--- src/rtl/blake2_pkg.sv ---
// Shared definitions for the blake2 core and its message framer.
// Block geometry and framer state encoding.
package blake2_pkg;

  localparam int BLK_CLOG2 = 6;
  localparam int BLK_BYTES = 2 ** BLK_CLOG2;

  typedef enum logic [2:0] {
    S_IDLE,
    S_STREAM,
    S_PAD,
    S_WAIT_LO,
    S_WAIT_HI
  } framer_state_t;

endpackage

--- src/rtl/blake2_msg_framer_if.sv ---
// Host byte-stream handshake into the blake2 message framer.
// The host is the master; the framer is the slave.
interface blake2_msg_framer_if;

  logic       in_v_i;
  logic [7:0] in_data_i;
  logic       in_last_i;
  logic       in_empty_i;
  logic       in_ready_o;

  modport master (
    output in_v_i,
    output in_data_i,
    output in_last_i,
    output in_empty_i,
    input  in_ready_o
  );

  modport slave (
    input  in_v_i,
    input  in_data_i,
    input  in_last_i,
    input  in_empty_i,
    output in_ready_o
  );

endinterface

--- src/rtl/blake2_msg_framer.sv ---
// Frames a host byte stream into 64-byte blake2 core blocks,
// zero-padding the final block and tracking message length.
module blake2_msg_framer
  import blake2_pkg::*;
#(
  parameter int BB       = 128,
  parameter int BB_CLOG2 = BLK_CLOG2
) (
  input  logic                clk,
  input  logic                reset,
  blake2_msg_framer_if.slave  host,
  input  logic                core_ready_i,
  output logic                data_v_o,
  output logic [BB_CLOG2-1:0] data_idx_o,
  output logic [7:0]          data_o,
  output logic                block_first_o,
  output logic                block_last_o,
  output logic [BB-1:0]       ll_o,
  output logic                err_o
);

  localparam logic [BB_CLOG2-1:0] IDX_MAX = '1;

  framer_state_t       state, state_d;
  logic [BB_CLOG2-1:0] idx, idx_d;
  logic [BB-1:0]       ll_d;
  logic                first, first_d;
  logic                last_pend, last_pend_d;
  logic                err_d;
  logic                issue, issue_last;
  logic [7:0]          issue_data;
  logic                acc;

  assign host.in_ready_o = core_ready_i &
    (state == S_IDLE || state == S_STREAM);
  assign acc = host.in_v_i & host.in_ready_o;

  always_ff @(posedge clk or posedge reset) begin
    if (reset) begin
      state     <= S_IDLE;
      idx       <= '0;
      ll_o      <= '0;
      first     <= 1'b0;
      last_pend <= 1'b0;
      err_o     <= 1'b0;
    end else begin
      state     <= state_d;
      idx       <= idx_d;
      ll_o      <= ll_d;
      first     <= first_d;
      last_pend <= last_pend_d;
      err_o     <= err_d;
    end
  end

  always_comb begin
    state_d     = state;
    idx_d       = idx;
    ll_d        = ll_o;
    first_d     = first;
    last_pend_d = last_pend;
    err_d       = err_o;
    issue       = 1'b0;
    issue_last  = 1'b0;
    issue_data  = '0;
    unique case (state)
      S_IDLE, S_STREAM: begin
        if (acc) begin
          if (state == S_IDLE) begin
            ll_d    = '0;
            first_d = 1'b1;
            err_d   = 1'b0;
            state_d = S_STREAM;
          end
          if (!host.in_empty_i) begin
            issue      = 1'b1;
            issue_data = host.in_data_i;
            issue_last = host.in_last_i;
            ll_d       = ll_d + 1'b1;
            idx_d      = idx + 1'b1;
            if (idx == IDX_MAX) begin
              state_d     = S_WAIT_LO;
              last_pend_d = host.in_last_i;
            end else if (host.in_last_i) begin
              state_d = S_PAD;
            end
          end else if (host.in_last_i) begin
            // previous block already went out non-last; nothing to pad
            if (idx == '0 && !first_d) begin
              err_d   = 1'b1;
              state_d = S_IDLE;
            end else begin
              state_d = S_PAD;
            end
          end
        end
      end
      S_PAD: begin
        issue      = 1'b1;
        issue_last = 1'b1;
        idx_d      = idx + 1'b1;
        if (idx == IDX_MAX) begin
          state_d     = S_WAIT_LO;
          last_pend_d = 1'b1;
        end
      end
      S_WAIT_LO: begin
        if (!core_ready_i) state_d = S_WAIT_HI;
      end
      S_WAIT_HI: begin
        if (core_ready_i) begin
          if (last_pend) begin
            state_d = S_IDLE;
          end else begin
            state_d = S_STREAM;
            idx_d   = '0;
            first_d = 1'b0;
          end
        end
      end
      default: state_d = S_IDLE;
    endcase
  end

  always_ff @(posedge clk or posedge reset) begin
    if (reset) begin
      data_v_o      <= 1'b0;
      data_idx_o    <= '0;
      data_o        <= '0;
      block_first_o <= 1'b0;
      block_last_o  <= 1'b0;
    end else begin
      data_v_o     <= issue;
      block_last_o <= issue & issue_last;
      if (issue) begin
        data_idx_o    <= idx;
        data_o        <= issue_data;
        block_first_o <= first_d;
      end
    end
  end

endmodule
--- src/flat_wrapper.sv ---
// flat-port wrapper written by rule: the top's interface ports become plain ports
module blake2_msg_framer_flat import blake2_pkg::*;
#(
  parameter int BB       = 128,
  parameter int BB_CLOG2 = BLK_CLOG2
)
  (clk, reset, core_ready_i, data_v_o, data_idx_o, data_o, block_first_o, block_last_o, ll_o, err_o, host_in_v_i, host_in_data_i, host_in_last_i, host_in_empty_i, host_in_ready_o);
  blake2_msg_framer_if host_i ();
  input  logic clk;
  input  logic reset;
  input  logic core_ready_i;
  output logic data_v_o;
  output logic [BB_CLOG2-1:0] data_idx_o;
  output logic [7:0] data_o;
  output logic block_first_o;
  output logic block_last_o;
  output logic [BB-1:0] ll_o;
  output logic err_o;
  input wire logic [$bits(host_i.in_v_i)-1:0] host_in_v_i;
  input wire logic [$bits(host_i.in_data_i)-1:0] host_in_data_i;
  input wire logic [$bits(host_i.in_last_i)-1:0] host_in_last_i;
  input wire logic [$bits(host_i.in_empty_i)-1:0] host_in_empty_i;
  output wire logic [$bits(host_i.in_ready_o)-1:0] host_in_ready_o;
  assign host_i.in_v_i = host_in_v_i;
  assign host_i.in_data_i = host_in_data_i;
  assign host_i.in_last_i = host_in_last_i;
  assign host_i.in_empty_i = host_in_empty_i;
  assign host_in_ready_o = host_i.in_ready_o;
  blake2_msg_framer #(.BB(BB), .BB_CLOG2(BB_CLOG2)) u_core (.clk(clk), .reset(reset), .host(host_i), .core_ready_i(core_ready_i), .data_v_o(data_v_o), .data_idx_o(data_idx_o), .data_o(data_o), .block_first_o(block_first_o), .block_last_o(block_last_o), .ll_o(ll_o), .err_o(err_o));
endmodule
--- config.mk ---
export PLATFORM = sky130hd
export DESIGN_NAME = blake2_msg_framer_flat
export DESIGN_NICKNAME = d
export VERILOG_FILES = /design/src/rtl/blake2_pkg.sv /design/src/rtl/blake2_msg_framer_if.sv /design/src/rtl/blake2_msg_framer.sv /design/src/flat_wrapper.sv
export SDC_FILE = /design/constraint.sdc
export NUM_CORES = 1
export LEC_CHECK = 0
export BUFFER_PORTS_ARGS = -buffer_cell sky130_fd_sc_hd__buf_2
export CAP_MARGIN = 5
export CORE_ASPECT_RATIO = 1.1
export CORE_MARGIN = 2
export CORE_UTILIZATION = 57
export DETAILED_ROUTE_END_ITERATION = 16
export GPL_ROUTABILITY_DRIVEN = 0
export PLACE_DENSITY_LB_ADDON = 0.2
export SLEW_MARGIN = 20
export SYNTH_ARGS = -nofsm -noshare
export SYNTH_HDL_FRONTEND = slang
export SYNTH_SLANG_ARGS = --single-unit
--- constraint.sdc ---
create_clock -name clk -period 5.5 [get_ports clk]
set_clock_uncertainty 0.15 [all_clocks]
set_input_delay 0.275 -clock clk [delete_from_list [all_inputs] [get_ports clk]]
set_output_delay 0.275 -clock clk [all_outputs]
set_load 0.02 [all_outputs]
Word level (Yosys, flattened, before mapping)
Index checks and enable logic that the tools add are counted.
{"block": "word_totals", "reg_bits": 157, "latch_bits": 0, "mem_bits_rw": 0, "mem_bits_ro": 0, "inputBits": 14, "out_inout_bits": 147, "word_cells": 86, "n_memories": 0}
{"block": "classes", "addsub": 2, "multipliers": 0, "div_mod_pow": 0, "order_cmp": 0, "eq_ne": 12, "shifts": 0, "mux": 46, "n_bitwise": 3, "reduce_logical": 12}
{"op": "$mux W128", "n": 4}
{"op": "$add A128 B1 Y128 const B", "n": 1}
{"op": "$mux W3", "n": 9}
{"op": "$mux W6", "n": 4}
{"op": "$mux W8", "n": 3}
{"op": "$mux W1", "n": 19}
{"op": "$pmux W6 S3", "n": 1}
{"op": "$pmux W3 S4", "n": 1}
{"op": "$reduce_and A5 Y1", "n": 2}
{"op": "$ne A2 B2 Y1 const B", "n": 4}
{"op": "$pmux W1 S2", "n": 4}
{"op": "$add A6 B1 Y6 const B", "n": 1}
{"op": "$eq A3 B2 Y1 const B", "n": 2}
{"op": "$eq A6 B6 Y1 const B", "n": 1}
{"op": "$logic_not A6 Y1", "n": 1}
{"op": "$ne A2 B1 Y1 const B", "n": 3}
{"op": "$reduce_and A4 Y1", "n": 1}
{"op": "$and A1 B1 Y1", "n": 3}
{"op": "$eq A3 B1 Y1 const B", "n": 1}
{"op": "$eq A3 B3 Y1 const B", "n": 1}
{"op": "$logic_not A3 Y1", "n": 1}
{"op": "$reduce_bool A3 Y1", "n": 1}
{"op": "$mux W2", "n": 1}
{"op": "$reduce_and A2 Y1", "n": 1}
{"op": "other kinds (5)", "n": 5}

Logic depth before layout (Yosys ltp)
{"block": "depth", "ltp_word": 13, "depth_mapped": 13, "ltp_nobuf": 9}

Worst setup path before layout
No wires, ideal clock.
{"block": "synth_timing", "path_kind": "register to register", "start": "reg u_core.state[1]", "end": "reg u_core.ll_o[38]", "setup_ps": 122, "t_arrival_ps": 2896, "required_ps": 5228, "path_slack_ps": 2332, "stages_incl_launch_ff": 14, "path_buffers": 4, "period_less_slack_ps": 3168, "path_cell_list": "dfrtp_1 buf_6 or3_1 clkbuf_1 clkbuf_1 and2_1 ha_1 inv_1 nor3_1 and4_1 buf_2 nand2_1 or4_1 xor2_1"}
{"block": "synth_between", "elab_chain_cells": 6, "word_cells_on_any_way": 12, "cone_classes": "add/sub: 1; eq/ne: 1; mux: 4; bitwise: 2; reduce/logical: 4"}
{"item": "from (decl)", "line_no": "blake2_msg_framer.sv:24", "source": "framer_state_t state, state_d;"}
{"item": "from (signal assigned)", "line_no": "blake2_msg_framer.sv:47", "source": "state <= state_d;"}
{"item": "$logic_not A3 Y1", "line_no": "blake2_msg_framer.sv:35, blake2_msg_framer.sv:66, blake2_msg_framer.sv:69"}
{"item": "$mux W128", "line_no": "blake2_msg_framer.sv:69", "source": "if (state == S_IDLE) begin"}
{"item": "$mux W128", "line_no": "blake2_msg_framer.sv:68", "source": "if (acc) begin"}
{"item": "$mux W128", "line_no": "blake2_msg_framer.sv:66", "source": "unique case (state)"}
{"item": "$add A128 B1 Y128", "line_no": "blake2_msg_framer.sv:79", "source": "ll_d = ll_d + 1'b1;"}
{"item": "$mux W128", "line_no": "blake2_msg_framer.sv:75", "source": "if (!host.in_empty_i) begin"}
{"item": "to (signal assigned)", "line_no": "blake2_msg_framer.sv:49", "source": "ll_o <= ll_d;"}
{"item": "to (decl)", "line_no": "blake2_msg_framer.sv:18", "source": "output logic [BB-1:0] ll_o,"}
Parallel ways exist; a longest one is shown, timed or not. The select of a mux whose other input is x is not followed.
A chain may end at the register's enable or synchronous reset.

Worst setup path in the final report
Ends and elaborated chain as after synthesis.

==> report_table.html <==
<table>
<tr><th>Metric</th><th>Value</th></tr>
<tr><th colspan="2">Run status</th></tr>
<tr><td>Status</td><td>finished clean</td></tr>
<tr><th colspan="2">Global routing</th></tr>
<tr><td>Overflow after GRT</td><td>0</td></tr>
<tr><td>Maximum number of pins on one net before global-route repair</td><td>91</td></tr>
<tr><td>Via count of the first global-routing pass</td><td>8573</td></tr>
<tr><td>Total Routing Usage GR</td><td>35.97%</td></tr>
<tr><td>Initial antenna violation count</td><td>0</td></tr>
<tr><td>Global-route wire length before repair</td><td>46350 µm</td></tr>
<tr><th colspan="2">Routing</th></tr>
<tr><td>Remaining antenna violation count after routing</td><td>0</td></tr>
<tr><td>First-pass iteration count of the detailed router</td><td>6</td></tr>
<tr><td>Met3 Wirelength</td><td>3144 µm</td></tr>
<tr><td>Highest routed metal layer</td><td>met4</td></tr>
<tr><td>Routed length on met1</td><td>11580 µm</td></tr>
<tr><td>Number of vias after detailed routing</td><td>9171</td></tr>
<tr><td>Met2 wire length</td><td>13310 µm</td></tr>
<tr><td>Drt initial violations</td><td>1270</td></tr>
<tr><td>DRC violations left</td><td>0</td></tr>
<tr><td>WL final</td><td>29570 µm</td></tr>
<tr><td>Routed vias/inst</td><td>6.472</td></tr>
<tr><td>DR WL/cell</td><td>20.87 µm</td></tr>
<tr><th colspan="2">Synthesis</th></tr>
<tr><td>Synthesized-area fraction occupied by ao, oa, aoi and oai cells</td><td>3.847%</td></tr>
<tr><td>Synthesized instance count</td><td>1043</td></tr>
<tr><td>Mux cell area share after synthesis</td><td>0.7387%</td></tr>
<tr><td>Adder-cell share of the synthesized area</td><td>0.4181%</td></tr>
<tr><td>Post-synthesis sequential area ratio</td><td>43.76%</td></tr>
<tr><td>Number of flops mapped to enable cells by yosys</td><td>0</td></tr>
<tr><td>Netlist cell types</td><td>57</td></tr>
<tr><td>Parity-gate share of the synthesized area counting xor and xnor cells</td><td>12.10%</td></tr>
<tr><td>Share of synthesized cell area in and, or, nand and nor gates</td><td>36.64%</td></tr>
<tr><td>Mapped Nets</td><td>1060</td></tr>
<tr><td>Asr flop ratio synth</td><td>100.0%</td></tr>
<tr><td>Cell Area, Synth</td><td>0.008977 mm²</td></tr>
<tr><td>Synthesized area per cell</td><td>8.607 µm²</td></tr>
<tr><td>Flop and latch count out of synthesis</td><td>157</td></tr>
<tr><td>Primary FF master, synth</td><td>sky130_fd_sc_hd__dfrtp_1</td></tr>
<tr><td>Ys Warns</td><td>0</td></tr>
<tr><td>Largest family of logic cells by synthesized area</td><td>simple AND/OR/NAND/NOR gates</td></tr>
<tr><th colspan="2">Critical path</th></tr>
<tr><td>Worst r2r dst</td><td>u_core.ll_o[38]</td></tr>
<tr><td>Reg-to-reg slack, setup</td><td>1.13 ns</td></tr>
<tr><td>Arrival time worst endpoint</td><td>4.53 ns</td></tr>
<tr><td>Largest driver fanout on the critical path</td><td>26</td></tr>
<tr><td>Capturing element type of the critical path</td><td>flip-flop</td></tr>
<tr><td>Reg-to-Reg Start</td><td>u_core.state[1]</td></tr>
<tr><td>CP Data Required Time</td><td>5.67 ns</td></tr>
<tr><td>Worst setup SP type</td><td>flip-flop</td></tr>
<tr><td>Crit Path Category</td><td>reg2reg</td></tr>
<tr><td>Number of cells on the worst reg-to-reg path</td><td>9</td></tr>
<tr><th colspan="2">Timing</th></tr>
<tr><td>Headroom to the max-slew limit</td><td>20.44%</td></tr>
<tr><td>Timing-limited maximum frequency</td><td>229.1 MHz</td></tr>
<tr><td>RSZ-0062 raised after global routing</td><td>false</td></tr>
<tr><td>Final hold vios</td><td>0</td></tr>
<tr><td>Post-Route Hold Slack</td><td>0.02925 ns</td></tr>
<tr><td>Number of pins exceeding their max-slew limit in the final report</td><td>0</td></tr>
<tr><td>Final-layout setup total negative slack</td><td>0 ns</td></tr>
<tr><td>Final cycle utilization of the critical path</td><td>79.37%</td></tr>
<tr><td>Final setup violating endpoints</td><td>0</td></tr>
<tr><td>Minimum period implied by the final worst setup slack</td><td>4.365 ns</td></tr>
<tr><td>Actual transition at the worst max-transition pin</td><td>1.183 ns</td></tr>
<tr><th colspan="2">Finish</th></tr>
<tr><td>Filler cell count in the final layout</td><td>1315</td></tr>
<tr><td>Non-filler instance count after layout</td><td>1417</td></tr>
<tr><td>Multi-input logic area</td><td>0.004843 mm²</td></tr>
<tr><td>Area Growth Syn to Fin</td><td>18.68%</td></tr>
<tr><td>Sequential cell area</td><td>0.003929 mm²</td></tr>
<tr><td>Diodes inserted</td><td>0</td></tr>
<tr><td>Share of post-route cells with drive strength above 1</td><td>18.41%</td></tr>
<tr><td>Non-Filler Cell Area, Final</td><td>0.01065 mm²</td></tr>
<tr><td>Layout net count</td><td>1221</td></tr>
<tr><th colspan="2">Floorplanning</th></tr>
<tr><td># IOs</td><td>161</td></tr>
<tr><td>Die span in x</td><td>123.7 µm</td></tr>
<tr><td>Effective utilization at floorplan</td><td>57.71%</td></tr>
<tr><td>Die outline area</td><td>0.01677 mm²</td></tr>
<tr><td>Floorplan die height</td><td>135.6 µm</td></tr>
<tr><td>Num rows</td><td>48</td></tr>
<tr><td>Std-Cell Core Area</td><td>0.01555 mm²</td></tr>
<tr><th colspan="2">Clock network</th></tr>
<tr><td>CTS tree</td><td>yes</td></tr>
<tr><td>Cts bufs inserted</td><td>17</td></tr>
<tr><td>Insertion delay of the later-clocked pin in the worst-skew pair</td><td>0.44 ns</td></tr>
<tr><td>Maximum buffer depth of the clock tree</td><td>2</td></tr>
<tr><td>CTS H-tree depth</td><td>4</td></tr>
<tr><td>Number of instances resized during post-cts repair</td><td>0</td></tr>
<tr><td>Clk slew on worst S/H paths</td><td>0.07 ns</td></tr>
<tr><td>Clock sink count</td><td>157</td></tr>
<tr><td>Root Driver</td><td>sky130_fd_sc_hd__clkbuf_16</td></tr>
<tr><th colspan="2">Min path</th></tr>
<tr><td>Endpoint of the worst hold path</td><td>u_core.ll_o[0]</td></tr>
<tr><td>Type of the most critical hold path</td><td>in2reg</td></tr>
<tr><td>Hold path startpoint</td><td>host_in_empty_i</td></tr>
<tr><td>Hold depth</td><td>2</td></tr>
<tr><th colspan="2">Power</th></tr>
<tr><td>Overall power consumption</td><td>0.003208 W</td></tr>
<tr><td>Cell Pwr Density</td><td>301.1 mW/mm²</td></tr>
<tr><td>Sw Pwr</td><td>0.001048 W</td></tr>
<tr><td>Portion of total power attributed to combinational logic</td><td>20.3%</td></tr>
<tr><td>Flop pwr share</td><td>42.0%</td></tr>
<tr><td>Fraction of power spent switching nets</td><td>32.66%</td></tr>
<tr><td>Power share of the clock group</td><td>37.6%</td></tr>
<tr><td>Leak Pwr</td><td>4.361 nW</td></tr>
<tr><td>Internal power contribution</td><td>0.002160 W</td></tr>
<tr><td>Largest vdd supply drop</td><td>0.2723 mV</td></tr>
<tr><th colspan="2">Placed design</th></tr>
<tr><td>Standard cell area after detailed placement</td><td>0.009946 mm²</td></tr>
<tr><td>Placed Cells</td><td>1374</td></tr>
<tr><td>Count of input and output buffers</td><td>160</td></tr>
<tr><td>Estimated wirelength of the detail-placed design</td><td>21180 µm</td></tr>
<tr><th colspan="2">Flow run</th></tr>
<tr><td>Count of maximum capacitance violations</td><td>0</td></tr>
</table>
==> Yosys cell counts, types with 3 or more instances <==
cell type / n / area share [%]
sky130_fd_sc_hd__nand4b_1: 5 / 0.49
sky130_fd_sc_hd__nor4b_1: 4 / 0.39
sky130_fd_sc_hd__nor3_1: 52 / 2.9
sky130_fd_sc_hd__nor2_1: 72 / 3.0
sky130_fd_sc_hd__or4_1: 6 / 0.50
sky130_fd_sc_hd__nand3_1: 82 / 4.6
sky130_fd_sc_hd__nor3b_1: 4 / 0.33
sky130_fd_sc_hd__clkbuf_1: 25 / 1.0
sky130_fd_sc_hd__o311a_1: 5 / 0.56
sky130_fd_sc_hd__xor2_1: 62 / 6.0
sky130_fd_sc_hd__nor4_1: 36 / 2.5
sky130_fd_sc_hd__or2_2: 6 / 0.42
sky130_fd_sc_hd__or3_1: 8 / 0.56
sky130_fd_sc_hd__o21ai_0: 24 / 1.3
sky130_fd_sc_hd__ha_1: 3 / 0.42
sky130_fd_sc_hd__inv_1: 16 / 0.67
sky130_fd_sc_hd__mux2_2: 5 / 0.63
sky130_fd_sc_hd__and2_1: 15 / 1.0
sky130_fd_sc_hd__and3_1: 26 / 1.8
sky130_fd_sc_hd__buf_2: 4 / 0.22
sky130_fd_sc_hd__nand2_1: 223 / 9.3
sky130_fd_sc_hd__nor2b_1: 3 / 0.21
sky130_fd_sc_hd__o31ai_1: 3 / 0.25
sky130_fd_sc_hd__nand4_1: 69 / 4.8
sky130_fd_sc_hd__and4_1: 16 / 1.6
sky130_fd_sc_hd__dfrtp_1: 157 / 44
sky130_fd_sc_hd__buf_1: 5 / 0.21
sky130_fd_sc_hd__a21oi_1: 7 / 0.39
sky130_fd_sc_hd__xnor2_1: 62 / 6.0
==> power groups by stage <==
stage	logic (W)	clock network [W]	registers (W)
after floorplan	0.000388	0	0.00141
after global placement	0.000620	0	0.00136
after detailed placement	0.000630	0	0.00136
after CTS	0.000638	0.00121	0.00134
after global routing	0.000707	0.00126	0.00136
final	0.000653	0.00121	0.00135
==> worst max-delay path: stages (launching register included) <==
cell and delay (ns):
sky130_fd_sc_hd__dfrtp_1 0.97, sky130_fd_sc_hd__or3_1 0.72, sky130_fd_sc_hd__and2_1 0.23, sky130_fd_sc_hd__ha_1 0.17, sky130_fd_sc_hd__inv_1 0.06, sky130_fd_sc_hd__nor3_1 0.41, sky130_fd_sc_hd__and4_1 0.52, sky130_fd_sc_hd__nand2_1 0.30
sky130_fd_sc_hd__or4_1 0.55, sky130_fd_sc_hd__xor2_1 0.16
==> stage by stage <==
| step | utilization, % | setup slack, ns |
|---|---|---|
| after floorplan | - | 0.8401 |
| after global placement | 63.94 | 1.480 |
| after detailed placement | 63.94 | 1.324 |
| after CTS | 68.45 | 1.302 |
| after global routing | 68.49 | 0.9504 |
| final | 68.49 | 1.135 |
==> routing by layer <==
layer	up-vias	track usage, %
met5	-	0
met2	693	52.99
met1	4324	50.23
li1	4016	-
met4	0	18.50
met3	138	7.071
==> worst max path at each step <==
| stage | cells after the start | from | end |
|---|---|---|---|
| after floorplan | 1 | reset | u_core.block_first_o |
| after global placement | 9 | u_core.state[1] | u_core.ll_o[38] |
| after detailed placement | 9 | u_core.state[1] | u_core.ll_o[38] |
| after CTS | 9 | u_core.state[1] | u_core.ll_o[38] |
| after global routing | 9 | u_core.state[1] | u_core.ll_o[38] |
| final | 9 | u_core.state[1] | u_core.ll_o[38] |
==> cell type report <==
type                       count  share of cell area, %
tap                          200                  2.349
clock inverter                12                  1.362
inverter                      17                 0.6459
clock buffer                  20                  4.193
timing repair buffer         179                  9.113
sequential                   157                  36.88
multi-input combinational    832                  45.46
==> registers in the layout, indices dropped and copies added (netlist names) <==
name	count
u_core.data_o	8
u_core.first	1
u_core.block_last_o	1
u_core.state	3
u_core.idx	6
u_core.err_o	1
u_core.data_v_o	1
u_core.block_first_o	1
u_core.ll_o	128
u_core.data_idx_o	6
u_core.last_pend	1
==> cells by family (layout without fill, tap and decap cells) <==
logic type,Yosys count,count (layout)
compound gates,54,54
xor+xnor,124,124
fa+ha+maj,3,3
buf+inv,54,228
flops,157,157
mux,6,6
simple gates,645,645
==> placed cells by master, fill, tap and decap left out, types with 26 or more instances in the layout <==
cell	Yosys	layout
sky130_fd_sc_hd__nand2_1	223	222
sky130_fd_sc_hd__buf_2	4	160
sky130_fd_sc_hd__dfrtp_1	157	157
sky130_fd_sc_hd__nand3_1	82	82
sky130_fd_sc_hd__nor2_1	72	72
sky130_fd_sc_hd__nand4_1	69	69
sky130_fd_sc_hd__xor2_1	62	62
sky130_fd_sc_hd__xnor2_1	62	62
sky130_fd_sc_hd__nor3_1	52	51
sky130_fd_sc_hd__nor4_1	36	35
sky130_fd_sc_hd__and3_1	26	26
==> what timing repair did <==
| item | 4_1_cts | 5_1_grt |
|---|---|---|
| buffers inserted | 0 | 0 |
| hold endpoints to repair | 64 | 0 |
| hold buffers | 11 | 0 |
Note: power is estimated with default switching activity, not from simulation.
